--- config.mk ---
export PLATFORM = sky130hd
export DESIGN_NAME = fifo_read_adapter
export DESIGN_NICKNAME = d
export VERILOG_FILES = /design/src/rtl/fifo_read_adapter.sv
export SDC_FILE = /design/constraint.sdc
export NUM_CORES = 1
export LEC_CHECK = 0
export CORE_MARGIN = 8
export CORE_UTILIZATION = 44
export CTS_CLUSTER_DIAMETER = 80
export DETAILED_ROUTE_END_ITERATION = 8
export GPL_ROUTABILITY_DRIVEN = 0
export PLACE_DENSITY = 0.75
export SYNTH_ARGS = -nofsm -noshare
export SYNTH_HDL_FRONTEND = slang
export SYNTH_SLANG_ARGS = --single-unit
--- constraint.sdc ---
create_clock -name read_clk -period 2.6 [get_ports read_clk]
set_clock_uncertainty 0.1 [all_clocks]
set_input_delay 0.52 -clock read_clk [delete_from_list [all_inputs] [get_ports read_clk]]
set_output_delay 0.52 -clock read_clk [all_outputs]
set_load 0.02 [all_outputs]
--- src/rtl/fifo_read_adapter.sv ---
// fifo_read_adapter
//
// Read-side adapter for the team FIFOs. It issues fifo_read_en, absorbs the
// FIFO's one-cycle registered data_out latency, and presents the words on a
// valid/ready stream through a 2-entry skid buffer. The adapter sustains one
// word per cycle with no bubbles under back-pressure. It also counts completed
// stream handshakes for debug and performance monitoring.
//
// Ports
//   read_clk     sole clock; all state updates on its rising edge
//   rst          synchronous, active-high reset (has priority over flush)
//   flush        synchronous discard of buffered and in-flight words
//   fifo_empty   FIFO empty flag
//   fifo_data    FIFO data_out; valid the cycle after an accepted read
//   fifo_read_en read request to the FIFO
//   m_data       stream data (head of skid buffer)
//   m_valid      stream valid
//   m_ready      stream ready from consumer
//   word_count   completed handshakes, modulo 2^cnt_width
//
// State
//   occ      | skid-buffer occupancy, 0..2 (buf0 is the head)
//   inflight | a read was issued last cycle; its word is on fifo_data now

module fifo_read_adapter #(
  parameter int width     = 8,
  parameter int cnt_width = 16
) (
  input  logic                 read_clk,
  input  logic                 rst,
  input  logic                 flush,
  input  logic                 fifo_empty,
  input  logic [width-1:0]     fifo_data,
  output logic                 fifo_read_en,
  output logic [width-1:0]     m_data,
  output logic                 m_valid,
  input  logic                 m_ready,
  output logic [cnt_width-1:0] word_count
);

  logic [1:0]       occ;
  logic             inflight;
  logic [width-1:0] buf0;
  logic [width-1:0] buf1;
  logic             pop;
  logic [2:0]       occ_sum;

  // Outputs are forced quiet while rst is high, even before the first edge
  // has cleared the registers.
  assign m_valid = !rst && (occ != 2'd0);
  assign m_data  = rst ? '0 : buf0;
  assign pop     = m_valid && m_ready;

  // Occupancy the buffer would reach if every outstanding word lands and the
  // current pop completes. A pop in this cycle frees a slot in time for the
  // word requested now, which is what keeps the stream bubble-free.
  assign occ_sum = {1'b0, occ} + {2'b00, inflight} - {2'b00, pop};

  assign fifo_read_en = !rst && !flush && !fifo_empty && (occ_sum < 3'd2);

  always_ff @(posedge read_clk) begin
    if (rst) begin
      occ        <= 2'd0;
      inflight   <= 1'b0;
      buf0       <= '0;
      buf1       <= '0;
      word_count <= '0;
    end else begin
      // A handshake coinciding with flush still counts as delivered.
      if (pop)
        word_count <= word_count + cnt_width'(1);

      if (flush) begin
        occ      <= 2'd0;
        inflight <= 1'b0;
      end else begin
        occ      <= occ_sum[1:0];
        inflight <= fifo_read_en;

        if (pop && (occ == 2'd2))
          buf0 <= buf1;

        // The landing word goes to the head when the head is (or is about
        // to become) free; otherwise it waits in buf1. When occ is 2 with a
        // pop, this write to buf1 lands behind the shift above.
        if (inflight) begin
          if ((occ == 2'd0) || ((occ == 2'd1) && pop))
            buf0 <= fifo_data;
          else
            buf1 <= fifo_data;
        end
      end
    end
  end

  // The issue rule keeps occupancy within the two slots.
  occ_bound_a : assert property (@(posedge read_clk) disable iff (rst)
                                 occ_sum <= 3'd2);

endmodule
==> results.py <==
metrics = {
    "status": {
        "status": "finished, violations left",
        "violations": "negative setup slack",
    },
    "detailed_routing": {
        "firstDrtPassIters": 4,
        "num_vias": 1571,
        "drt-total-wl_mm": 3.98,
        "drc": 0,
        "vias_per_cell": 5.20,
        "postRouteAntennaNets": 0,
        "avgRoutedWirePerCell_um": 13.2,
        "first_iter_violations": 135,
    },
    "global_route": {
        "use_met3": 0.0385,
        "grt_pass1_wl_mm": 6.90,
        "busiest_layer": "met2",
        "grt_use_met1": 0.173,
        "gr-usage-met2": 0.218,
        "antenna_found_initial": 0,
        "grt_pass1_vias": 1471,
        "grt_usage": 0.138,
        "grt_overflow": 0,
        "grt_max_degree": 37,
    },
    "timing": {
        "slew_viol_final": 0,
        "worst_slack_ns": -0.191,
        "finalSetupViolCount": 1,
        "max_freq_mhz": 358,
        "hold_violations": 0,
        "rsz0062_at_grt": "yes",
        "fin_crit_ns": 2.79,
        "worst_pin_slew_ns": 0.574,
        "slew_headroom": 0.618,
        "period_share": 1.07,
        "tns_ns": -0.191,
        "hold_slack_ns": 0.375,
    },
    "clock_tree": {
        "cts_inserted_buffers": 5,
        "htreeDepth": 2,
        "cts-root-buf": "clkbuf_8",
        "clockBufferDepth": 2,
        "clk_pin_slew_ns": 0.07,
        "cts_tree": "built",
        "insertion_delay_ns": 0.28,
        "clock_sinks": 35,
    },
    "run": {
        "maxCapViolCount": 0,
    },
    "yosys": {
        "yosys_register_bits": 35,
        "synthTopCellsByCount": "35 x dfxtp_1, 21 x o21ai_0, 17 x a21oi_1",
        "ys_types": 33,
        "synth_area_leader_cell": "dfxtp_1",
        "synth_area_per_cell_um2": 8.33,
        "synth_top_area_share": 0.429,
        "syn_inst": 196,
        "yosys-top-cells-area": "dfxtp_1 43%, o21ai_0 6.4%, a21oi_1 5.2%, nand2b_1 4.6%, nand3_1 4.0%",
        "synth_fp_nets": 213,
        "ys.flop_type": "dfxtp_1",
        "yosysMostFrequentCell": "dfxtp_1",
        "async_flop_share": 0,
        "synth_edf_count": 0,
        "syn-cell-area_um2": 1630,
        "seq_area_frac_synth": 0.429,
        "ys.warnings.count": 0,
    },
    "final_layout": {
        "n_fill_cell": 304,
        "areaGrowthSynthToFinish_pct": 44.4,
        "num_antenna_cells": 0,
        "final_layout_size_suffix_gt1_frac": 0.169,
        "nets": 270,
        "final-instance-count-excl-fill": 302,
        "fin_util": 0.654,
    },
    "power": {
        "finalPower_mw": 1.06,
        "powerDensity_nw_per_um2": 448,
        "ir_drop_uv": 386,
        "leakage_nw": 0.872,
    },
    "setup_path": {
        "crit_slowest_cell": "fa_2",
        "cp-start-kind": "input pin",
        "critical_path.most_common_cell": "ha_4",
        "worst-setup-path-type": "in -> out",
        "critPathRequiredTime_ns": 1.98,
        "cpPeakStageDelay_ns": 0.46,
        "worst_setup_path_end_kind": "primary output",
        "cp_cell_sequence": "buf_6 -> nand2b_4 -> nor2_4 -> ha_4 -> inv_2 -> ha_4 -> fa_2 -> nor4b_4 -> buf_4",
        "cp.arrival_ns": 2.17,
        "crit_fanout": 3,
    },
    "floorplan": {
        "ios": 39,
        "die_w_um": 76.9,
        "num_rows": 22,
        "die_h_um": 76.9,
        "dieArea_um2": 5920,
        "start_util": 0.453,
        "core_area_um2": 3610,
    },
    "hold_path": {
        "hp-class": "reg -> reg",
    },
    "placement": {
        "place.detailed.hpwl_mm": 2.78,
        "port_buffers": 38,
        "dpl.cell_count": 292,
    },
}
stage by stage:
stage          setup slack [ns]  instance area [µm²]
2_1_floorplan            -0.273                 1670
3_3_place_gp              -1.17                 2210
3_5_place_dp              -1.18                 2210
4_1_cts                  -0.187                 2350
5_1_grt                  -0.255                 2360
6_report                 -0.191                 2360
cells by family after synthesis:
group / share of synthesized area
AOI/OAI and AO/OA: 0.186
xor gates and xnor gates: 0.0429
adders and majority gates: 0.0353
buffers and inverters: 0.0567
DFF: 0.429
muxes: 0.00613
and+or+nand+nor: 0.244
final cells by class:
cell class                      instances  area, µm²  area share
Timing Repair Buffer                   58        524       0.222
Multi-Input combinational cell        137        912       0.387
Inverter                               16       60.1      0.0255
Tap cell                               48       60.1      0.0255
Clock buffer                            8        100      0.0424
Sequential cell                        35        702       0.298
routing by layer:
metal | routed length [µm] | part of all wire
met1 | 1750 | 0.44
met5 | 0 | 0
met2 | 1950 | 0.49
met4 | 57 | 0.014
met3 | 222 | 0.056
worst paths after layout:
path / start / slack (ns) / to / depth (start not counted)
worst max-delay path: rst / -0.19 / fifo_read_en / 9
worst min-delay path: buf1[4] / 0.38 / buf0[4] / 2
worst max register to register: occ[0] / 0.64 / inflight / 8
worst min register to register: buf1[4] / 0.38 / buf0[4] / 2
cell usage in the layout, fill, tap and decap left out, types with 2 or more instances in the layout:
master / instances
a21oi_1: 17
and2_1: 3
a22oi_1: 8
nor2_1: 10
o211ai_1: 2
or2_2: 2
nand2_1: 7
nand4_1: 2
nand2b_1: 11
or4_1: 4
dfxtp_1: 34
nor2_4: 2
inv_1: 15
clkdlybuf4s50_1: 35
clkbuf_8: 7
nor3_1: 2
ha_4: 2
nand3_1: 13
xnor2_1: 4
o31ai_1: 3
or3_1: 5
nor4_1: 2
o21ai_0: 21
xor2_1: 3
buf_4: 21
worst max-delay path: cells and delay by family:
| kind | cells | cell delay [ns] |
|---|---|---|
| simple gates | 3 | 0.52 |
| fa+ha+maj | 3 | 0.81 |
| buf+inv | 3 | 0.32 |
flip-flops by register name, summed over array words and instances, names as in the netlist:
name and count:
word_count 16, inflight 1, occ 2, buf0 8, buf1 8
where the power goes:
part	switching [mW]	leakage (nW)	internal [mW]	total (mW)
registers	0.00199	0.283	0.541	0.543
clock network	0.184	0.0515	0.242	0.426
logic	0.0416	0.537	0.0458	0.0875
timing repair:
action / CTS / global route
setup endpoints to repair: 10 / 1
pin swaps: 6 / 0
endpoints found under the hold margin: 0 / 0
setup buffers: 2 / 0
hold buffers: 0 / 0
resized for setup: 22 / 1
Power figures use the tool's default switching activity.
